**src/rtl/ascii_write_buffer_pkg.sv**
```systemverilog
// Shared store-size codes, drain FSM states and size decoding for the ASCII write buffer.
package ascii_write_buffer_pkg;

  localparam logic [1:0] SIZE_NONE = 2'b00;
  localparam logic [1:0] SIZE_BYTE = 2'b01;
  localparam logic [1:0] SIZE_HALF = 2'b10;
  localparam logic [1:0] SIZE_WORD = 2'b11;

  typedef enum logic {
    IDLE = 1'b0,
    EMIT = 1'b1
  } drain_state_t;

  // Number of character beats a store of the given size expands into.
  function automatic logic [2:0] size_to_beats(input logic [1:0] size);
    case (size)
      SIZE_BYTE: size_to_beats = 3'd1;
      SIZE_HALF: size_to_beats = 3'd2;
      SIZE_WORD: size_to_beats = 3'd4;
      default:   size_to_beats = 3'd0;
    endcase
  endfunction

endpackage

```
**src/rtl/ascii_write_buffer_if.sv**
```systemverilog
// Store-request and character-RAM write bus of the ASCII write buffer.
interface ascii_write_buffer_if #(
  parameter int unsigned ADDR_W = 13,
  parameter int unsigned DEPTH  = 8
);
  localparam int unsigned CW = $clog2(DEPTH) + 1;

  logic              in_valid;
  logic              in_ready;
  logic [ADDR_W-1:0] in_addr;
  logic [31:0]       in_data;
  logic [1:0]        in_size;
  logic              char_ready;
  logic              char_we;
  logic [ADDR_W-1:0] char_addr;
  logic [7:0]        char_data;
  logic [CW-1:0]     count;
  logic              empty;
  logic              range_error;

  // Core / character-RAM side
  modport master (
    output in_valid, in_addr, in_data, in_size, char_ready,
    input  in_ready, char_we, char_addr, char_data, count, empty, range_error
  );

  // Buffer side
  modport slave (
    input  in_valid, in_addr, in_data, in_size, char_ready,
    output in_ready, char_we, char_addr, char_data, count, empty, range_error
  );
endinterface

```
**src/rtl/ascii_write_buffer_sync_fifo.sv**
```systemverilog
// Generic synchronous first-word-fall-through FIFO.
module sync_fifo #(
  parameter int unsigned DEPTH = 8,
  parameter int unsigned WIDTH = 8
) (
  input  logic                       clk,
  input  logic                       rst,
  input  logic                       push,
  input  logic [WIDTH-1:0]           din,
  input  logic                       pop,
  output logic [WIDTH-1:0]           dout,
  output logic                       full,
  output logic                       empty,
  output logic [$clog2(DEPTH):0]     count
);
  localparam int unsigned PTR_W = $clog2(DEPTH);
  localparam int unsigned CW    = PTR_W + 1;

  logic [WIDTH-1:0] mem [DEPTH];
  logic [PTR_W-1:0] wr_ptr_q;
  logic [PTR_W-1:0] rd_ptr_q;
  logic [CW-1:0]    count_q;
  logic             do_push;
  logic             do_pop;

  // A pop frees the slot a same-cycle push may use, even when full.
  always_comb begin
    do_pop  = pop && (count_q != '0);
    do_push = push && ((count_q != CW'(DEPTH)) || do_pop);
  end

  // Pointer and occupancy tracking; pointers wrap naturally (DEPTH is a power of two).
  always_ff @(posedge clk) begin
    if (rst) begin
      wr_ptr_q <= '0;
      rd_ptr_q <= '0;
      count_q  <= '0;
    end else begin
      if (do_push) wr_ptr_q <= wr_ptr_q + PTR_W'(1);
      if (do_pop)  rd_ptr_q <= rd_ptr_q + PTR_W'(1);
      count_q <= count_q + CW'(do_push) - CW'(do_pop);
    end
  end

  // Storage array, not reset.
  always_ff @(posedge clk) begin
    if (do_push) mem[wr_ptr_q] <= din;
  end

  assign dout  = mem[rd_ptr_q];
  assign full  = (count_q == CW'(DEPTH));
  assign empty = (count_q == '0);
  assign count = count_q;

endmodule

```
**src/rtl/ascii_write_buffer.sv**
```systemverilog
// Queues byte/half/word character stores and drains them one character per cycle.
module ascii_write_buffer
  import ascii_write_buffer_pkg::*;
#(
  parameter int unsigned DEPTH      = 8,
  parameter int unsigned ADDR_W     = 13,
  parameter int unsigned CHAR_COUNT = 4800
) (
  input  logic                 clk,
  input  logic                 rst,
  ascii_write_buffer_if.slave  bus
);
  localparam int unsigned CW     = $clog2(DEPTH) + 1;
  localparam int unsigned FIFO_W = ADDR_W + 32 + 2;

  drain_state_t      state_q;
  logic [ADDR_W-1:0] base_q;
  logic [31:0]       data_q;
  logic [2:0]        remaining_q;
  logic [1:0]        idx_q;
  logic              char_we_q;
  logic [ADDR_W-1:0] char_addr_q;
  logic [7:0]        char_data_q;
  logic              oor_q;
  logic              range_error_q;
  logic [CW-1:0]     count_q;
  logic              in_ready_q;
  logic              empty_q;

  logic [FIFO_W-1:0] fifo_dout;
  logic              fifo_full;
  logic              fifo_empty;
  logic [CW-1:0]     unused_fifo_count;
  logic [ADDR_W-1:0] head_addr;
  logic [31:0]       head_data;
  logic [1:0]        head_size;

  logic              push;
  logic              beat_done;
  logic              last_beat;
  logic              load;
  logic [1:0]        idx_nxt;
  logic [ADDR_W-1:0] nxt_addr;
  logic [7:0]        nxt_byte;
  logic              nxt_in_range;
  logic              head_in_range;
  logic [CW-1:0]     count_next;

  function automatic logic in_range(input logic [ADDR_W-1:0] a);
    return 32'(a) < CHAR_COUNT;
  endfunction

  sync_fifo #(
    .DEPTH (DEPTH),
    .WIDTH (FIFO_W)
  ) u_fifo (
    .clk   (clk),
    .rst   (rst),
    .push  (push && !fifo_full),
    .din   ({bus.in_addr, bus.in_data, bus.in_size}),
    .pop   (load),
    .dout  (fifo_dout),
    .full  (fifo_full),
    .empty (fifo_empty),
    .count (unused_fifo_count)
  );

  assign {head_addr, head_data, head_size} = fifo_dout;

  // Handshake, beat completion and next-beat address/byte selection.
  always_comb begin
    push          = bus.in_valid && in_ready_q && (bus.in_size != SIZE_NONE);
    beat_done     = (state_q == EMIT) && ((char_we_q && bus.char_ready) || oor_q);
    last_beat     = beat_done && (remaining_q == 3'd1);
    load          = !fifo_empty && ((state_q == IDLE) || last_beat);
    idx_nxt       = idx_q + 2'd1;
    nxt_addr      = base_q + ADDR_W'(idx_nxt);
    nxt_byte      = data_q[{idx_nxt, 3'b000} +: 8];
    nxt_in_range  = in_range(nxt_addr);
    head_in_range = in_range(head_addr);
    count_next    = count_q + CW'(push) - CW'(last_beat);
  end

  // Drain FSM with registered character-port outputs and occupancy flags.
  always_ff @(posedge clk) begin
    if (rst) begin
      state_q       <= IDLE;
      base_q        <= '0;
      data_q        <= '0;
      remaining_q   <= '0;
      idx_q         <= '0;
      char_we_q     <= 1'b0;
      char_addr_q   <= '0;
      char_data_q   <= '0;
      oor_q         <= 1'b0;
      range_error_q <= 1'b0;
      count_q       <= '0;
      in_ready_q    <= 1'b1;
      empty_q       <= 1'b1;
    end else begin
      count_q    <= count_next;
      in_ready_q <= (32'(count_next) < DEPTH);
      empty_q    <= (count_next == '0);
      if (load) begin
        state_q     <= EMIT;
        base_q      <= head_addr;
        data_q      <= head_data;
        remaining_q <= size_to_beats(head_size);
        idx_q       <= '0;
        char_addr_q <= head_addr;
        char_data_q <= head_data[7:0];
        char_we_q   <= head_in_range;
        oor_q       <= !head_in_range;
        if (!head_in_range) range_error_q <= 1'b1;
      end else if (last_beat) begin
        state_q   <= IDLE;
        char_we_q <= 1'b0;
        oor_q     <= 1'b0;
      end else if (beat_done) begin
        idx_q       <= idx_nxt;
        remaining_q <= remaining_q - 3'd1;
        char_addr_q <= nxt_addr;
        char_data_q <= nxt_byte;
        char_we_q   <= nxt_in_range;
        oor_q       <= !nxt_in_range;
        if (!nxt_in_range) range_error_q <= 1'b1;
      end
    end
  end

  assign bus.in_ready    = in_ready_q;
  assign bus.char_we     = char_we_q;
  assign bus.char_addr   = char_addr_q;
  assign bus.char_data   = char_data_q;
  assign bus.count       = count_q;
  assign bus.empty       = empty_q;
  assign bus.range_error = range_error_q;

endmodule

```
**src/flat_wrapper.sv**
```systemverilog
// flat-port wrapper written by rule: the top's interface ports become plain ports
module ascii_write_buffer_flat import ascii_write_buffer_pkg::*;
#(
  parameter int unsigned DEPTH      = 8,
  parameter int unsigned ADDR_W     = 13,
  parameter int unsigned CHAR_COUNT = 4800
)
  (clk, rst, bus_in_valid, bus_in_addr, bus_in_data, bus_in_size, bus_char_ready, bus_in_ready, bus_char_we, bus_char_addr, bus_char_data, bus_count, bus_empty, bus_range_error);
  ascii_write_buffer_if #(.ADDR_W(ADDR_W), .DEPTH(DEPTH)) bus_i ();
  input  logic clk;
  input  logic rst;
  input wire logic [$bits(bus_i.in_valid)-1:0] bus_in_valid;
  input wire logic [$bits(bus_i.in_addr)-1:0] bus_in_addr;
  input wire logic [$bits(bus_i.in_data)-1:0] bus_in_data;
  input wire logic [$bits(bus_i.in_size)-1:0] bus_in_size;
  input wire logic [$bits(bus_i.char_ready)-1:0] bus_char_ready;
  output wire logic [$bits(bus_i.in_ready)-1:0] bus_in_ready;
  output wire logic [$bits(bus_i.char_we)-1:0] bus_char_we;
  output wire logic [$bits(bus_i.char_addr)-1:0] bus_char_addr;
  output wire logic [$bits(bus_i.char_data)-1:0] bus_char_data;
  output wire logic [$bits(bus_i.count)-1:0] bus_count;
  output wire logic [$bits(bus_i.empty)-1:0] bus_empty;
  output wire logic [$bits(bus_i.range_error)-1:0] bus_range_error;
  assign bus_i.in_valid = bus_in_valid;
  assign bus_i.in_addr = bus_in_addr;
  assign bus_i.in_data = bus_in_data;
  assign bus_i.in_size = bus_in_size;
  assign bus_i.char_ready = bus_char_ready;
  assign bus_in_ready = bus_i.in_ready;
  assign bus_char_we = bus_i.char_we;
  assign bus_char_addr = bus_i.char_addr;
  assign bus_char_data = bus_i.char_data;
  assign bus_count = bus_i.count;
  assign bus_empty = bus_i.empty;
  assign bus_range_error = bus_i.range_error;
  ascii_write_buffer #(.DEPTH(DEPTH), .ADDR_W(ADDR_W), .CHAR_COUNT(CHAR_COUNT)) u_core (.clk(clk), .rst(rst), .bus(bus_i));
endmodule
```
**config.mk**
```make
export PLATFORM = sky130hd
export DESIGN_NAME = ascii_write_buffer_flat
export DESIGN_NICKNAME = d
export VERILOG_FILES = /design/src/rtl/ascii_write_buffer_pkg.sv /design/src/rtl/ascii_write_buffer_if.sv /design/src/rtl/ascii_write_buffer_sync_fifo.sv /design/src/rtl/ascii_write_buffer.sv /design/src/flat_wrapper.sv
export SDC_FILE = /design/constraint.sdc
export NUM_CORES = 1
export LEC_CHECK = 0
export CAP_MARGIN = 40
export CORE_UTILIZATION = 35
export DETAILED_ROUTE_END_ITERATION = 6
export HOLD_SLACK_MARGIN = 0.15
export PLACE_DENSITY_LB_ADDON = 0.15
export SLEW_MARGIN = 20
export SYNTH_ARGS = -nofsm -noshare
export SYNTH_HDL_FRONTEND = slang
export SYNTH_HIERARCHICAL = 1
export SYNTH_SLANG_ARGS = --single-unit
```
**constraint.sdc**
```tcl
create_clock -name clk -period 10.1 [get_ports clk]
set_input_delay 2.525 -clock clk [delete_from_list [all_inputs] [get_ports clk]]
set_output_delay 2.525 -clock clk [all_outputs]
set_load 0.02 [all_outputs]
```
---- Word-level counts from Yosys, hierarchy flattened ----
Memory sizes are Yosys's and may differ from the RTL's. A register that Yosys moved wholly into a read port is not among the register bits.
Index checks and enable logic that the tools add are counted.
cells by class
  add/subtract/negate cells ............... 9
  order comparisons ....................... 3
  equal/unequal tests ..................... 9
  shift operators ......................... 1
  muxes and demuxes ....................... 27
  bitwise gates (word level) .............. 2
  reductions and logical operators ........ 27
operator list
  cell                                                              count
  13-bit two-way mux                                                3
  32-bit by 6-bit variable part select with 8-bit output            1
  13-bit < comparator (second input constant)                       2
  8-bit two-way mux                                                 3
  1-bit two-way mux                                                 15
  3-bit two-way mux                                                 5
  13-bit by 2-bit adder with 13-bit output                          1
  1-bit logical AND                                                 9
  3-bit one-hot mux with 3 select lines                             1
  4-bit by 1-bit adder with 4-bit output                            2
  4-bit zero test                                                   2
  4-bit by 1-bit subtractor with 4-bit output                       2
  3-bit by 1-bit adder with 3-bit output (second input constant)    2
  2-bit != test (second input constant)                             3
  2-bit nonzero test                                                3
  2-bit == test (second input constant)                             2
  4-bit == test (second input constant)                             1
  1-bit zero test                                                   4
  4-bit < comparator (second input constant)                        1
  4-bit != test (second input constant)                             1
  2-bit AND reduction                                               2
  4-bit AND reduction                                               1
  4-bit nonzero test                                                1
  3-bit by 1-bit == test with 1-bit output (second input constant)  1
  other kinds (7)                                                   10
word-level totals
  register bits ........................... 91
  memory bits (writable) .................. 376
  bits of input ports ..................... 51
  output and inout port bits .............. 29
  memories kept ........................... 1
memory list
  name               depth  bits a word  rd ports  clocked after Yosys merged registers in  wr ports  RTL line                            RTL
  u_core.u_fifo.mem  8      47           1         1                                        1         ascii_write_buffer_sync_fifo.sv:19  logic [WIDTH-1:0] mem [DEPTH];

---- Longest topological paths before layout ----
  depth in word-level cells ............... 11
  depth in mapped cells ................... 15
  depth with buffers taken out ............ 13

---- Modules after synthesis ----
The synthesis kept the hierarchy.
modules (own cells, without submodules)
  module              instances  cells each  area each (µm²)
  sync_fifo           1          636         14879.3
  ascii_write_buffer  1          458         3807.4

---- Least setup slack after synthesis ----
No wires, ideal clock.
  kind .................................... input to register
  from .................................... input port bus_char_ready
  to ...................................... memory u_core/u_fifo/mem[0][0] in the netlist's numbering, enable pin
  arrival ................................. 8360 ps
  required time ........................... 9532 ps
  path slack .............................. 1172 ps
  stages on the path ...................... 7
  path buffers ............................ 1
  cells stage by stage .................... and2_1 o221ai_1 inv_2 clkbuf_1 nor2b_1 nor2_1 nor4_1
between the ends
  cells in the longest elaborated chain, start to end .. 11
RTL lines
  element                                  RTL line                            RTL
  start: declaration                       flat_wrapper.sv:16                  input wire logic [$bits(bus_i.char_ready)-1:0] bus_char_ready;
  1-bit logical AND                        ascii_write_buffer.sv:73            beat_done = (state_q == EMIT) && ((char_we_q && bus.char_ready) || oor_q);
  1-bit logical OR                         ascii_write_buffer.sv:73
  1-bit logical AND                        ascii_write_buffer.sv:73
  1-bit logical AND                        ascii_write_buffer.sv:74            last_beat = beat_done && (remaining_q == 3'd1);
  1-bit logical OR                         ascii_write_buffer.sv:75            load = !fifo_empty && ((state_q == IDLE) || last_beat);
  1-bit logical AND                        ascii_write_buffer.sv:75
  named net u_core.load                    ascii_write_buffer.sv:41            logic load;
  1-bit logical AND                        ascii_write_buffer_sync_fifo.sv:28  do_pop = pop && (count_q != '0);
  1-bit logical OR                         ascii_write_buffer_sync_fifo.sv:29  do_push = push && ((count_q != CW'(DEPTH)) || do_pop);
  1-bit logical AND                        ascii_write_buffer_sync_fifo.sv:29
  1-bit two-way mux                        ascii_write_buffer_sync_fifo.sv:47  if (do_push) mem[wr_ptr_q] <= din;
  1-bit two-way mux (implied by the code)  ascii_write_buffer_sync_fifo.sv:47
  end: declaration                         ascii_write_buffer_sync_fifo.sv:19
The timed path passes the listed nets, and every way through them passes these cells.

---- Final worst setup path ----
  from .................................... input port bus_char_ready
  to ...................................... register u_core.u_fifo.count_q[2] (netlist: u_core/u_fifo/count[2])
between the ends
  cells in the longest elaborated chain, start to end .. 11
RTL lines
  element                                          RTL line                            RTL
  1-bit logical AND (*)                            ascii_write_buffer.sv:73
  1-bit logical OR (*)                             ascii_write_buffer.sv:73
  1-bit logical AND (*)                            ascii_write_buffer.sv:73
  1-bit logical AND (*)                            ascii_write_buffer.sv:74
  1-bit logical OR (*)                             ascii_write_buffer.sv:75
  1-bit logical AND (*)                            ascii_write_buffer.sv:75
  1-bit logical AND (*)                            ascii_write_buffer_sync_fifo.sv:28
  1-bit logical OR                                 ascii_write_buffer_sync_fifo.sv:29
  1-bit logical AND                                ascii_write_buffer_sync_fifo.sv:29
  4-bit by 1-bit adder with 4-bit output           ascii_write_buffer_sync_fifo.sv:41  count_q <= count_q + CW'(do_push) - CW'(do_pop);
  4-bit by 1-bit subtractor with 4-bit output (*)  ascii_write_buffer_sync_fifo.sv:41
  end signal: assignment                           ascii_write_buffer_sync_fifo.sv:41
  end: declaration                                 ascii_write_buffer_sync_fifo.sv:22  logic [CW-1:0] count_q;
Every way passes the cells marked *; elsewhere a longest branch is shown, timed or not.
A chain may end at the register's enable or synchronous reset.

==> run metrics <==
via count=9819; Setup TNS=0 ps; Post-Synthesis Cells=1094; synth top area cells=edfxtp_1 60%, mux4_2 12%, dfxtp_1 10%; Post-synth EDFFs=376; syn_nets=1163; final WL=42.4 mm; Yosys cell types=59; initial antenna violation count=0; most frequent cells in the layout=376 x edfxtp_1, 127 x nand2_1, 102 x mux4_2; Detailed Place HPWL=24.4 mm; Post-synth top flop=edfxtp_1; sequential standard cell area=0.0132 sq mm; power density cells=255 mW/mm^2; post-route ant nets=0; num rows=84; kind of critical path=in2reg; Total GRT Usage=16.0%; hold buffers post-CTS=0; Slew Limit Fails=0; layout cells sized above 1=21.8%; Num CTS Buffers=50; DP Cell Count=1821; RSZ-0062 raised after global routing=no; Clock Sinks=470; Syn. warnings=6; leakage power=6.91 nW; CP Launch Type=input port; r2r worst-path depth=8; Worst Skew=21.6 ps; nets=1259; clk_lat worst skew=590 ps; Seq cells post-synth=470; Syn Area/Cell=17.1 sq um; worst path arrival time=5690 ps; grt ovf=0; CP Capture Type=flip-flop; slew margin rel.=44.8%; DRC viols=0; share of the synthesized area in the top cell type=60.4%; Synth Cell Area=0.0187 sq mm; Critical R2R Capture=u_core/bus.char_we$_SDFFE_PP0P_; CP required=10530 ps; highest clock rate=190 MHz; cts repair resizes=0; max-cap viol count=0; Peak supply drop=0.126 mV; CTS tree=built; most common cell after layout, fill and taps aside=edfxtp_1; routability-driven placement congestion ratio=0.721; postcts setup bufs=0; I/O pins=80; pre-CTS WS=3930 ps; Max clock buf depth=3; Clock transition at path regs=60 ps; die area=0.0543 sq mm; CP max FO=55; area occupied by multi-input gates=0.00517 sq mm; Tot Pwr=5.60 mW; crit path capture=u_core/u_fifo/count[2]$_SDFF_PP0_; Initial Util=35.5%; pin count of the biggest net entering global routing=79; Synth area leader=edfxtp_1; first-pass GRT wire length=63.9 mm; WL/cell=22.1 microns; Slew @ Worst Pin=828 ps; CORE AREA=0.0527 sq mm; fin crit period=5250 ps; diode count=0; Worst Hold Class=reg2reg; DIE HEIGHT=233 microns; CP Launch Point=bus_char_ready; initial drt markers=680; final hold vios=0; final worst slack=4850 ps; Area Overhead vs Synth=17.4%; R2R Setup Slk=6180 ps; Post-synth ARST share=0%; port bufs=79; vias in the first global route=9918; DR pass1 iterations=4; H-Tree Depth=2; register area share after synthesis=70.5%; clock root buffer=clkbuf_16; # setup viols final=0; # fillers=4656; period utilisation layout=52.0%; Die X=233 microns; drt via density=5.11; Layout Cells excl Fill=1920; outcome=complete, no violations
## per-layer routing
metal	track usage, %	share of wire [%]
met1	23.2	47
met2	24.8	47
met3	2.42	4.4
met4	4.41	1.8
met5	0	0
## power breakdown
group          internal [mW]  switching, mW  leakage (nW)  total [mW]
logic                  0.592          0.814          1.98        1.41
registers               2.33          0.141          4.17        2.47
clock network          0.994          0.731         0.754        1.72
## cell usage after synthesis (all sizes together) (10+ instances only)
cell type / number
edfxtp: 376
nand2: 127
mux4: 102
dfxtp: 94
a21oi: 67
mux2: 49
buf: 37
nor2: 36
clkbuf: 27
inv: 19
ha: 15
nor3: 12
a211o: 11
a311oi: 10
## worst max-delay path, cell delays in order
cell and delay, ps:
clkdlybuf4s50_1 480, and2_1 200, o221ai_4 110, buf_4 190
inv_2 60, buf_4 500, nor2b_1 500, mux2i_1 250
ha_1 190, inv_1 50, fa_1 370, xor2_1 160
nor2_1 60
## kinds of logic (layout without fill, tap and decap cells)
| logic type | after synthesis | in the layout | share of synthesized area [%] |
|---|---|---|---|
| buffers and inverters | 83 | 221 | 2.17 |
| adder cells (fa/ha/maj) | 18 | 18 | 1.33 |
| multiplexers | 153 | 153 | 15.4 |
| XOR/XNOR | 18 | 18 | 0.844 |
| AND/OR/NAND/NOR | 232 | 232 | 5.63 |
| AO/OA/AOI/OAI | 120 | 120 | 4.18 |
| flip-flops | 470 | 470 | 70.5 |
## layout make-up
cell class              count  share of cell area (%)
flip-flops and latches    470                    60.1
multi-input cells         541                    23.6
clock buffers              75                    6.46
repair buffers            108                    5.00
well taps                 688                    3.92
clock inverters            19                   0.610
inverters                  19                   0.325
## flip-flops by register name, indices dropped and copies added (netlist names), named ones only
signal,count
u_core/base_q,13
u_core/bus.char_addr,13
u_core/bus.char_data,8
u_core/bus.char_we,1
u_core/bus.count,4
u_core/bus.empty,1
u_core/bus.in_ready,1
u_core/bus.range_error,1
u_core/data_q,32
u_core/idx_q,2
u_core/oor_q,1
u_core/remaining_q,3
u_core/state_q,1
u_core/u_fifo/count,4
u_core/u_fifo/mem,376
u_core/u_fifo/rd_ptr_q,3
u_core/u_fifo/wr_ptr_q,3
## worst min path at each step
stage	start	to	depth (start not counted)	slack, ps
floorplan	u_core/data_q[16]$_SDFFE_PP0P_	u_core/data_q[16]$_SDFFE_PP0P_	2	430
global placement	u_core/bus.char_addr[2]$_SDFFE_PP0P_	u_core/bus.char_addr[2]$_SDFFE_PP0P_	2	440
detailed placement	u_core/data_q[5]$_SDFFE_PP0P_	u_core/data_q[5]$_SDFFE_PP0P_	2	450
CTS	u_core/bus.char_addr[2]$_SDFFE_PP0P_	u_core/bus.char_addr[2]$_SDFFE_PP0P_	2	450
global route	u_core/data_q[8]$_SDFFE_PP0P_	u_core/data_q[8]$_SDFFE_PP0P_	2	470
finish	u_core/bus.char_addr[2]$_SDFFE_PP0P_	u_core/bus.char_addr[2]$_SDFFE_PP0P_	2	450
## per-stage QoR
| step | utilization [%] | cell area, sq um | hold WS (ps) |
|---|---|---|---|
| 2_1_floorplan | - | 18700 | 433 |
| 3_3_place_gp | 38.4 | 20200 | 441 |
| 3_5_place_dp | 38.6 | 20300 | 447 |
| 4_1_cts | 41.5 | 21900 | 453 |
| 5_1_grt | 41.7 | 21900 | 474 |
| 6_report | 41.7 | 21900 | 449 |
No activity file was read; power rests on OpenSTA's default activity.
==> RTL edit (same settings) <==
`DEPTH` is set to 8 in 4 places; all go to 4.
--- a/src/rtl/ascii_write_buffer_if.sv
+++ b/src/rtl/ascii_write_buffer_if.sv
@@ -2,5 +2,5 @@
 interface ascii_write_buffer_if #(
   parameter int unsigned ADDR_W = 13,
-  parameter int unsigned DEPTH  = 8
+  parameter int unsigned DEPTH  = 4
 );
   localparam int unsigned CW = $clog2(DEPTH) + 1;
--- a/src/rtl/ascii_write_buffer_sync_fifo.sv
+++ b/src/rtl/ascii_write_buffer_sync_fifo.sv
@@ -1,5 +1,5 @@
 // Generic synchronous first-word-fall-through FIFO.
 module sync_fifo #(
-  parameter int unsigned DEPTH = 8,
+  parameter int unsigned DEPTH = 4,
   parameter int unsigned WIDTH = 8
 ) (
--- a/src/rtl/ascii_write_buffer.sv
+++ b/src/rtl/ascii_write_buffer.sv
@@ -3,5 +3,5 @@
   import ascii_write_buffer_pkg::*;
 #(
-  parameter int unsigned DEPTH      = 8,
+  parameter int unsigned DEPTH      = 4,
   parameter int unsigned ADDR_W     = 13,
   parameter int unsigned CHAR_COUNT = 4800
--- a/src/flat_wrapper.sv
+++ b/src/flat_wrapper.sv
@@ -2,5 +2,5 @@
 module ascii_write_buffer_flat import ascii_write_buffer_pkg::*;
 #(
-  parameter int unsigned DEPTH      = 8,
+  parameter int unsigned DEPTH      = 4,
   parameter int unsigned ADDR_W     = 13,
   parameter int unsigned CHAR_COUNT = 4800
Ports: changed (resized bus_count); port bits go from 80 to 79. The function was not compared with the original's and may differ.
==> RTL edit against the original RTL <==
Routed wire length decreased by 45%. Power is 33% lower. Sequential cell count down 193. Sequential share of layout area down 3.3 points. Combinational power decreased by 21%. Die area decreased by 41%. Area after synthesis down 41%. Cell area decreased by 40%. Synthesized cell count fell by 32%. Setup slack better by 260 ps. Global-route usage decreased by 0.76 points.
==> RTL edit: results (changes against the original RTL) <==
Placed design
  • Port bufs: 78 (was 79)
  • Routability cong.: 0.7433 (was 0.7214)
  • DP HPWL: 14,410 um (was 24,390 um)
  • Pre-CTS WS: 4558 ps (was 3929 ps)
  • DP Area: 12,160 um^2 (was 20,300 um^2)

Synth
  • Seq/Total Area, Yosys: 67.47% (was 70.49%)
  • Post-synth EDFFs: 188 (was 376)
  • Ys async rst share: 0% (unchanged)
  • Syn Nets: 808 (was 1,163)
  • Post-synth top cells: edfxtp_1, nand2_1, dfxtp_1, a21oi_1, mux4_2 (was edfxtp_1, nand2_1, mux4_2, dfxtp_1, a21oi_1)
  • Top cells by area, synth: edfxtp_1, dfxtp_1, mux4_2 (was edfxtp_1, mux4_2, dfxtp_1)
  • Yosys warns: 6 (unchanged)
  • Predominant post-synthesis flop cell: edfxtp_1 (unchanged)
  • Post-synthesis cell type count: 58 (was 59)

Run status
  • Status: finished clean (unchanged)

Detailed routing
  • Wire length per cell: 18.87 um (was 22.07 um)
  • Initial drt markers: 469 (was 680)
  • DRT Pass-1 Iters: 7 (was 4)
  • Via count: 6,233 (was 9,819)

Finish
  • Share of cells above drive strength 1: 15.22% (was 21.75%)
  • Ant diodes: 0 (unchanged)
  • Nets@finish: 884 (was 1,259)
  • Largest registers: u_core/u_fifo/mem (188), u_core/data_q (32) (was u_core/u_fifo/mem (376), u_core/data_q (32))

Global routing
  • Largest net degree at the start of global routing: 78 (was 79)
  • Total track usage: 15.19% (was 15.95%)
  • Initial antenna violation count: 0 (unchanged)
  • Vias in the first global route: 6,549 (was 9,918)
  • First-pass GRT wire length: 37,090 um (was 63,930 um)

CTS
  • Root Buffer Master: clkbuf_16 (unchanged)
  • CTS resizes: 0 (unchanged)
  • Clock Tree Buf Depth: 3 (unchanged)
  • H-tree depth: 1 (was 2)
  • Num CTS Buffers: 29 (was 50)
  • Setup Buffers After CTS: 0 (unchanged)
  • Worst skew pair latency: 560 ps (was 590 ps)
  • Clk slew on worst S/H paths: 60 ps (about the same)

Timing
  • Clk_skew: 23.16 ps (was 21.62 ps)
  • Slew @ Worst Pin: 802.7 ps (was 827.6 ps)
  • Fmax: 200.2 MHz (was 190.3 MHz)
  • Fin Setup TNS: 0 ps (unchanged)

Power and ir drop
  • P_leak: 4.271 nW (was 6.906 nW)
  • VDD IR-drop max: 0.1474 mV (was 0.1264 mV)

Setup path
  • Crit path max fanout: 77 (was 55)

Worst hold path
  • Hold Path Class: reg2reg (unchanged)
## RTL edit: cell types whose count changed after synthesis, sizes merged, moves of 4 or more
cell    delta
a21oi      -8
and2       +4
buf       -11
clkbuf     -8
dfxtp      -5
edfxtp   -188
ha         -4
mux2      -48
mux4      -47
nand2      -8
nor2b      -5
nor3       -4
nor4       -4
o31ai      +4
## RTL edit: path summary, 6_finish.rpt
path | startpoint | to | slack (ps) | depth (start not counted)
min | u_core/bus.char_addr[2] | u_core/bus.char_addr[2] | 450 | 2
min reg2reg | u_core/bus.char_addr[2] | u_core/bus.char_addr[2] | 450 | 2
max | bus_char_ready | u_core/u_fifo/count[2] | 5100 | 13
max reg2reg | u_core/u_fifo/count[1] | u_core/u_fifo/count[2] | 6570 | 13
## RTL edit: area by class of cell
type / count / area (um^2)
Clock buffer: 42 / 814.5
Clock inverter: 11 / 101.3
Fill cell: 2811 / 17660
Inverter: 16 / 60.06
Multi-Input combinational cell: 405 / 3276
Sequential cell: 277 / 7432
Tap cell: 396 / 495.5
Timing Repair Buffer: 90 / 913.4
## RTL edit: kinds of logic after synthesis
| kind of cell | Yosys count | share of synthesized area (%) |
|---|---|---|
| and+or+nand+nor | 202 | 8.093 |
| AOI/OAI and AO/OA | 113 | 6.729 |
| DFF | 277 | 67.47 |
| adders and majority gates | 14 | 1.796 |
| muxes | 57 | 11.48 |
| buffers and inverters | 61 | 2.921 |
| xor gates and xnor gates | 19 | 1.512 |
## RTL edit: where the power goes
| part | total [W] | switching [W] | internal (W) |
|---|---|---|---|
| sequential | 0.00159 | 0.000148 | 0.00144 |
| clock | 0.00101 | 0.000424 | 0.000586 |
| combinational | 0.00112 | 0.000643 | 0.000480 |
## RTL edit: critical path, stage by stage
cell	delay (ps)
clkdlybuf4s50_1	430
and2_1	210
o221ai_4	160
buf_4	640
inv_2	90
o31ai_1	150
a21o_1	170
ha_1	140
inv_1	50
fa_1	390
xor2_1	170
and2_1	170
nor3_1	120
## RTL edit: through the flow
step | utilization [%] | cells | total power, W | hold slack [ps]
finish | 42.58 | 1237 | 0.003723 | 446.8
global route | 42.58 | 1237 | 0.003956 | 472.4
CTS | 42.53 | 1236 | 0.003768 | 453.1
detailed placement | 39.55 | 1183 | 0.002749 | 446.4
global placement | 39.37 | 1181 | 0.002707 | 442.5
floorplan | - | 743 | 0.002385 | 433.1
## RTL edit: routing by layer
| layer | routed length (um) | vias up | global-route usage (%) |
|---|---|---|---|
| met5 | 0 | - | 0 |
| met4 | 488 | 0 | 3.922 |
| met3 | 788 | 32 | 2.447 |
| met2 | 12000 | 123 | 26.76 |
| met1 | 10060 | 3136 | 19.40 |
| li1 | - | 2942 | - |
